--- src/rtl/byte_bus_pkg.sv ---
// Shared types and helpers for the byte-masked memory bus demultiplexer.
package byte_bus_pkg;

  localparam int unsigned MAX_ADDR_W = 64;
  localparam int unsigned MAX_MEMS   = 16;

  typedef struct packed {
    logic [MAX_ADDR_W-1:0] base;
    logic [MAX_ADDR_W-1:0] mask;
  } region_t;

  function automatic int unsigned sel_width(int unsigned n);
    return (n > 1) ? $clog2(n) : 1;
  endfunction

  function automatic logic region_hit(region_t r, logic [MAX_ADDR_W-1:0] addr);
    return (addr & r.mask) == (r.base & r.mask);
  endfunction

endpackage

--- src/rtl/byte_addr_decode.sv ---
// Base+mask region decoder: lowest-index hitting region wins, no hit means unmapped.
module byte_addr_decode
  import byte_bus_pkg::*;
#(
  parameter int unsigned               MEMS      = 4,
  parameter int unsigned               ADDR_SIZE = 32,
  parameter logic [MEMS*ADDR_SIZE-1:0] BASE_ADDR = '0,
  parameter logic [MEMS*ADDR_SIZE-1:0] ADDR_MASK = '0,
  parameter int unsigned               SEL_W     = sel_width(MEMS)
) (
  input  logic [ADDR_SIZE-1:0] addr,
  output logic [MEMS-1:0]      onehot,
  output logic [SEL_W-1:0]     idx,
  output logic                 unmapped
);

  function automatic region_t region_at(int unsigned i);
    region_t r;
    r.base = MAX_ADDR_W'(BASE_ADDR[i*ADDR_SIZE +: ADDR_SIZE]);
    r.mask = MAX_ADDR_W'(ADDR_MASK[i*ADDR_SIZE +: ADDR_SIZE]);
    return r;
  endfunction

  logic [MAX_ADDR_W-1:0] addr_x;
  logic                  found;

  always_comb addr_x = MAX_ADDR_W'(addr);

  always_comb begin
    onehot = '0;
    idx    = '0;
    found  = 1'b0;
    for (int unsigned i = 0; i < MEMS; i++) begin
      if (!found && region_hit(region_at(i), addr_x)) begin
        onehot[i] = 1'b1;
        idx       = SEL_W'(i);
        found     = 1'b1;
      end
    end
  end

  always_comb unmapped = ~found;

endmodule

--- src/rtl/byte_demux_n.sv ---
// N-way demux for the byte-masked memory bus with region decode, read-return
// routing, unmapped-access error capture and an optional request slot.
module byte_demux_n
  import byte_bus_pkg::*;
#(
  parameter int unsigned               MEMS      = 4,
  parameter int unsigned               DATA_BYTE = 4,
  parameter int unsigned               ADDR_SIZE = 32,
  parameter logic [MEMS*ADDR_SIZE-1:0] BASE_ADDR = '0,
  parameter logic [MEMS*ADDR_SIZE-1:0] ADDR_MASK = '0,
  parameter bit                        REG_REQ   = 1'b0,
  parameter logic [31:0]               ERR_DATA  = 32'hDEAD_BEEF
) (
  input  logic                          clk_i,
  input  logic                          rst_i,
  input  logic                          useEnable_i,
  input  logic                          useIsWrite_i,
  input  logic [DATA_BYTE-1:0]          useWriteMask_i,
  input  logic [ADDR_SIZE-1:0]          useAddr_i,
  input  logic [DATA_BYTE*8-1:0]        useWriteData_i,
  output logic [DATA_BYTE*8-1:0]        useReadData_o,
  output logic                          useHold_o,
  output logic [MEMS-1:0]               memEnable_o,
  output logic [MEMS-1:0]               memIsWrite_o,
  output logic [MEMS*DATA_BYTE-1:0]     memWriteMask_o,
  output logic [MEMS*ADDR_SIZE-1:0]     memAddr_o,
  output logic [MEMS*DATA_BYTE*8-1:0]   memWriteData_o,
  input  logic [MEMS*DATA_BYTE*8-1:0]   memReadData_i,
  input  logic [MEMS-1:0]               memHold_i,
  output logic                          errValid_o,
  output logic [ADDR_SIZE-1:0]          errAddr_o,
  output logic                          errIsWrite_o,
  input  logic                          errClear_i
);

  localparam int unsigned SEL_W = sel_width(MEMS);
  localparam int unsigned DW    = DATA_BYTE * 8;

  function automatic logic [DW-1:0] err_fill();
    logic [DW-1:0] w;
    for (int unsigned i = 0; i < DW; i++) w[i] = ERR_DATA[i % 32];
    return w;
  endfunction

  localparam logic [DW-1:0] ERR_WORD = err_fill();

  logic [MEMS-1:0]      dec_onehot;
  logic [SEL_W-1:0]     dec_idx;
  logic                 dec_unmapped;

  logic                 iss_en;
  logic                 iss_w;
  logic [DATA_BYTE-1:0] iss_mask;
  logic [ADDR_SIZE-1:0] iss_addr;
  logic [DW-1:0]        iss_data;
  logic [MEMS-1:0]      iss_onehot;
  logic [SEL_W-1:0]     iss_idx;
  logic                 iss_unmapped;

  logic                 sel_hold;
  logic                 tgt_acc;
  logic                 err_new;

  logic                 ret_pend_q;
  logic                 ret_err_q;
  logic [SEL_W-1:0]     sel_q;

  byte_addr_decode #(
    .MEMS      (MEMS),
    .ADDR_SIZE (ADDR_SIZE),
    .BASE_ADDR (BASE_ADDR),
    .ADDR_MASK (ADDR_MASK),
    .SEL_W     (SEL_W)
  ) u_decode (
    .addr     (useAddr_i),
    .onehot   (dec_onehot),
    .idx      (dec_idx),
    .unmapped (dec_unmapped)
  );

  generate
    if (REG_REQ) begin : g_slot
      logic                 valid_q;
      logic                 w_q;
      logic [DATA_BYTE-1:0] mask_q;
      logic [ADDR_SIZE-1:0] addr_q;
      logic [DW-1:0]        data_q;
      logic [MEMS-1:0]      onehot_q;
      logic [SEL_W-1:0]     idx_q;
      logic                 unmapped_q;

      // The slot refills (or empties) exactly when the master sees no hold,
      // so the target side is fed only from registers.
      always_ff @(posedge clk_i) begin
        if (rst_i)           valid_q <= 1'b0;
        else if (!useHold_o) valid_q <= useEnable_i;
      end

      always_ff @(posedge clk_i) begin
        if (!useHold_o) begin
          w_q        <= useIsWrite_i;
          mask_q     <= useWriteMask_i;
          addr_q     <= useAddr_i;
          data_q     <= useWriteData_i;
          onehot_q   <= dec_onehot;
          idx_q      <= dec_idx;
          unmapped_q <= dec_unmapped;
        end
      end

      always_comb begin
        iss_en       = valid_q;
        iss_w        = w_q;
        iss_mask     = mask_q;
        iss_addr     = addr_q;
        iss_data     = data_q;
        iss_onehot   = onehot_q;
        iss_idx      = idx_q;
        iss_unmapped = unmapped_q;
      end
    end else begin : g_comb
      always_comb begin
        iss_en       = useEnable_i;
        iss_w        = useIsWrite_i;
        iss_mask     = useWriteMask_i;
        iss_addr     = useAddr_i;
        iss_data     = useWriteData_i;
        iss_onehot   = dec_onehot;
        iss_idx      = dec_idx;
        iss_unmapped = dec_unmapped;
      end
    end
  endgenerate

  always_comb begin
    memEnable_o    = iss_en ? iss_onehot : '0;
    memIsWrite_o   = {MEMS{iss_w}};
    memWriteMask_o = {MEMS{iss_mask}};
    memAddr_o      = {MEMS{iss_addr}};
    memWriteData_o = {MEMS{iss_data}};
  end

  always_comb begin
    sel_hold  = ~iss_unmapped & memHold_i[iss_idx];
    useHold_o = iss_en & sel_hold;
    tgt_acc   = iss_en & ~sel_hold;
    err_new   = tgt_acc & iss_unmapped & (~errValid_o | errClear_i);
  end

  always_ff @(posedge clk_i) begin
    if (rst_i) begin
      ret_pend_q <= 1'b0;
      ret_err_q  <= 1'b0;
      sel_q      <= '0;
    end else begin
      ret_pend_q <= tgt_acc & ~iss_w;
      if (tgt_acc && !iss_w) begin
        ret_err_q <= iss_unmapped;
        sel_q     <= iss_idx;
      end
    end
  end

  always_comb begin
    useReadData_o = '0;
    if (ret_pend_q) useReadData_o = ret_err_q ? ERR_WORD : memReadData_i[sel_q*DW +: DW];
  end

  always_ff @(posedge clk_i) begin
    if (rst_i) begin
      errValid_o   <= 1'b0;
      errAddr_o    <= '0;
      errIsWrite_o <= 1'b0;
    end else if (err_new) begin
      errValid_o   <= 1'b1;
      errAddr_o    <= iss_addr;
      errIsWrite_o <= iss_w;
    end else if (errClear_i) begin
      errValid_o   <= 1'b0;
    end
  end

endmodule

--- config.mk ---
export PLATFORM = sky130hd
export DESIGN_NAME = byte_demux_n
export DESIGN_NICKNAME = d
export VERILOG_FILES = /design/src/rtl/byte_bus_pkg.sv /design/src/rtl/byte_addr_decode.sv /design/src/rtl/byte_demux_n.sv
export SDC_FILE = /design/constraint.sdc
export NUM_CORES = 1
export LEC_CHECK = 0
export CORE_AREA = 2 2 213 215
export CTS_CLUSTER_DIAMETER = 50
export DETAILED_ROUTE_END_ITERATION = 6
export DIE_AREA = 0 0 215 217
export GPL_ROUTABILITY_DRIVEN = 0
export HOLD_SLACK_MARGIN = 0.15
export MAX_ROUTING_LAYER = met4
export SETUP_SLACK_MARGIN = 0.4
export SLEW_MARGIN = 20
export SYNTH_ARGS = -nofsm -noshare
export SYNTH_HDL_FRONTEND = slang
export SYNTH_HIERARCHICAL = 1
export SYNTH_SLANG_ARGS = --single-unit
--- constraint.sdc ---
create_clock -name clk_i -period 1.8 [get_ports clk_i]
set_input_delay 0.45 -clock clk_i [delete_from_list [all_inputs] [get_ports clk_i]]
set_output_delay 0.45 -clock clk_i [all_outputs]
set_load 0.05 [all_outputs]
After elaboration in Yosys (flattened, before gate mapping)
Cells that the tools add are included.

Shift operators: 0. Equal/unequal tests: 0. Muxes and demuxes: 2. Magnitude comparators: 0. Reduce and logical (&&, ||, !) cells: 0. Multiply operators: 0. Div/mod/pow operators: 0. Add/sub/neg operators: 0. Bitwise gates (word level): 5.

Operator list (number): $mux 32 (1); $and 1x1->1 (3); $not 1->1 (2); $mux 1 (1).

Latch bits: 0. Flip-flop bits (word level): 1. ROM bits: 0. Output and inout port bits: 347. Memories kept: 0. Logic and storage cells: 8. Input bits: 205. RAM bits: 0.

Depth between registers and ports, before layout
Gate-level depths: netlist (run 1).

Depth in word-level cells: 3. Gate-level depth with buffers: 6. Depth with buffers taken out: 3.

Cells and area by module
The synthesis (run 1) kept the hierarchy.

By module, submodules not included: byte_demux_n (seq. area each 760.7 µm², cells an instance 539, area each 4695.8 µm², instances 1); byte_addr_decode (seq. area each 0.0 µm², cells an instance 9, area each 60.1 µm², instances 1).

Worst setup path before layout (run 1)
Ideal clock, no wire load.

Kind: register to output. Start point: register sel_q[1] (netlist name). End point: output port useReadData_o[17]. Required time: 1.350 ns. Arrival: 1.596 ns. Setup slack: -0.246 ns. Path buffers: 2. Cell stages (with the launch flop): 5. Path through: dfxtp_1 clkbuf_1 buf_2 mux4_2 nor2b_1.

RTL lines: end: declaration (RTL line byte_demux_n.sv:21) `output logic [DATA_BYTE*8-1:0] useReadData_o,`.

==> results of run 1 <==
flip-flops by register name, summed over array words and instances, names as in the netlist:
signal,cells
ret_pend_q,1
errValid_o,1
ret_err_q,1
errIsWrite_o,1
sel_q,2
errAddr_o,32
placed cells by master, fill, tap and decap left out, types with 2 or more instances in the layout:
cell             count
o21ai_0             33
mux2i_1              3
nor2_1               2
dfxtp_1             35
buf_6               38
clkbuf_2            11
nand2b_1             6
buf_4               61
buf_12             173
buf_2               12
nor2b_4             10
dfxtp_2              3
clkbuf_16            5
dlygate4sd2_1        4
o21a_4              24
mux4_2              32
clkdlybuf4s50_1    128
clkdlybuf4s15_2     11
and2_1               4
nor2b_1              2
nand3_1             33
conb_1               7
a21oi_1             34
repair_timing:
action                                  CTS  global route
endpoints found under the setup margin  169           102
pin swaps                                 1             1
resized for setup                       135            27
gates cloned                              0             0
setup buffers                            16             1
layer usage:
metal / up-vias / wire (microns)
met5: - / 0
met3: 12 / 2490
met4: 0 / 158
met1: 1958 / 7230
met2: 331 / 9050
li1: 1836 / -
Yosys cell counts:
cell | number | area share
dfxtp_1 | 38 | 0.16
a31oi_1 | 1 | 0.0013
a211oi_1 | 1 | 0.0016
nand2_1 | 1 | 0.00079
inv_1 | 1 | 0.00079
and2_1 | 5 | 0.0066
nand2b_1 | 7 | 0.0092
nand3_1 | 33 | 0.035
nor2_1 | 2 | 0.0016
mux4_2 | 29 | 0.14
buf_2 | 7 | 0.0074
conb_1 | 2 | 0.0016
a21oi_1 | 34 | 0.036
buf_6 | 1 | 0.0024
o21ai_0 | 33 | 0.035
a22oi_1 | 1 | 0.0016
nor2b_1 | 12 | 0.016
a221oi_4 | 1 | 0.0055
mux2i_1 | 3 | 0.0063
buf_4 | 283 | 0.45
buf_1 | 2 | 0.0016
mux4_1 | 3 | 0.017
clkbuf_1 | 19 | 0.015
o21a_1 | 24 | 0.038
mux2_2 | 2 | 0.0047
buf_12 | 3 | 0.013
power by group through the flow:
stage / registers, mW / logic (mW) / clock network, mW
2_1_floorplan: 1.04 / 2.14 / 0
3_3_place_gp: 0.926 / 2.67 / 0
3_5_place_dp: 0.927 / 2.68 / 0
4_1_cts: 0.909 / 2.72 / 1.02
5_1_grt: 0.914 / 2.81 / 1.04
6_report: 0.908 / 2.71 / 0.954
cell type report:
type	instances	area [sq um]
fillers	4836	35100
repair buffers	439	5910
multi-input cells	199	1960
flip-flops and latches	38	764
well taps	600	751
clock buffers	6	139
clock inverters	2	12.5
inverters	1	3.75
diodes	1	2.50
critical path: cells and delay by family, from the launching register on:
kind,cells,cell delay [ns]
mux,1,0.54
flops,1,0.35
compound gates,1,0.21
buf+inv,3,0.44
cell families (layout without fill, tap and decap cells):
family | after synthesis | in the layout
flops | 38 | 38
mux | 37 | 37
buf+inv | 316 | 448
simple gates | 60 | 60
compound gates | 95 | 95
other cells | 2 | 8
worst max path at each step:
stage                                 start          endpoint  slack, ns  depth (start not counted)
after floorplan                    sel_q[0]  useReadData_o[0]      0.004                          4
after global placement    memReadData_i[36]  useReadData_o[4]      -0.48                          4
after detailed placement  memReadData_i[40]  useReadData_o[8]      -0.49                          4
after CTS                          sel_q[0]  useReadData_o[5]      -0.54                          5
after global routing               sel_q[0]  useReadData_o[2]      -0.56                          5
final                              sel_q[0]  useReadData_o[2]      -0.50                          5
==> results.json, run 1 <==
{
  "ff2ff_setup_slack_ns": 0.97,
  "ys_types": 26,
  "synth-compound-area-share": 0.118,
  "drt_iter0_markers": 125,
  "reg2reg_depth": 2,
  "p_leak_nw": 3.75,
  "nNetsFinal": 889,
  "ys_ff_latch": 38,
  "start_util": 0.106,
  "holdPathStages": 2,
  "hold_end": "errAddr_o[6]",
  "ys_seq_area_frac": 0.160,
  "grt_util_met3": 0.0451,
  "power.total_mw": 4.57,
  "cts_made_buffers": 5,
  "switching_share": 0.386,
  "worstHoldStart": "errAddr_o[6]",
  "synth_mux_area_frac": 0.165,
  "slowest_delay_ns": 0.54,
  "combinationalPowerShare": 0.593,
  "track_usage": 0.0803,
  "layout_setup_ws_ns": -0.503,
  "pin_count": 552,
  "core_sq_um": 44700,
  "power_density_nw_per_um2": 479,
  "drc": 0,
  "ctsHtreeMaxLevel": 2,
  "antenna_left": 0,
  "path_cells": "buf_12 > buf_12 > mux4_2 > o21a_4 > buf_6",
  "syn_to_final_growth_pct": 101,
  "synth_top_family_by_area": "buffers and inverters",
  "cts_max_path_buffers": 2,
  "worstPathRequired_ns": 1.35,
  "reg2reg_to": "ret_err_q",
  "startpoint_type": "register",
  "fin_tns_setup_ns": -14.23,
  "clock_sinks": 38,
  "seq_power_share": 0.199,
  "rsz0062_at_grt": "true",
  "maxCapViolCount": 0,
  "status": "finished with violations",
  "synth_area_sq_um": 4760,
  "pre_cts_slack_ns": -0.489,
  "p_sw_mw": 1.77,
  "final_cells": 1286,
  "overflow": 0,
  "drv_slew": 0,
  "p_clk_frac": 0.209,
  "grt_pass1_wl_mm": 27.8,
  "die_h_microns": 217,
  "crit_top_cell": "buf_12",
  "r2r-start": "ret_err_q",
  "hpwlAfterDp_mm": 15.5,
  "synth_fa_ha_area_frac": 0,
  "rows": 78,
  "synth-simple-area-share": 0.0687,
  "netlist_instances": 548,
  "fin_worst_skew_ns": 0,
  "hold_viol": 0,
  "syn_area_per_cell_sq_um": 8.68,
  "slew_headroom": 0.0775,
  "fin_area_sq_um": 9550,
  "min_period_ns": 2.30,
  "synth_xor_area_frac": 0,
  "cts_tree": "done",
  "failed_checks": "negative setup slack",
  "hold_class": "reg -> reg",
  "arrival_ns": 1.85,
  "ir_drop_mv": 0.341,
  "cts-hold-fix-buffers": 0,
  "p_int_mw": 2.81,
  "wl_per_cell_microns": 14.7,
  "grt_max_degree": 41,
  "viasPerCell": 3.22,
  "layout_worst_path_cycle_share": 1.28,
  "clkTransAtPathRegs_ns": 0.07,
  "dieArea_sq_um": 46700,
  "whs_ns": 0.478,
  "vias": 4137,
  "clock.fmax_mhz": 434,
  "postPlaceCellArea_sq_um": 9240,
  "wl_mm": 18.9,
  "drive_above_1_share": 0.568,
  "utilization": 0.214,
  "setup_viol": 32,
  "yosysWarnings": 6,
  "firstDrtPassIters": 4,
  "dp_cells": 1260,
  "clk_latency_ns": 0.29,
  "crit_fanout": 12,
  "use_met2": 0.124,
  "antenna_found_initial": 1,
  "cts-root-buf": "clkbuf_16",
  "grt_pass1_vias": 4496,
  "io_buffers": 368,
  "worst_slew_pin_slew_ns": 1.38,
  "grt_use_met1": 0.0914,
  "slowest_stage": "mux4_2",
  "grt_most_used_layer": "met2",
  "chipWidth_microns": 215,
  "criticalPathCategory": "reg -> out",
  "cp-end-kind": "primary output"
}
No activity file was read; power rests on OpenSTA's default activity.
==> inputs of run 2 (changes only) <==
--- a/config.mk
+++ b/config.mk
@@ -7,6 +7,7 @@
 export LEC_CHECK = 0
 export CORE_AREA = 2 2 213 215
 export CTS_CLUSTER_DIAMETER = 50
+export CTS_CLUSTER_SIZE = 16
 export DETAILED_ROUTE_END_ITERATION = 6
 export DIE_AREA = 0 0 215 217
 export GPL_ROUTABILITY_DRIVEN = 0
==> results of run 2 <==
Same layout as run 1: the final DEF is identical, and so are final timing and power.
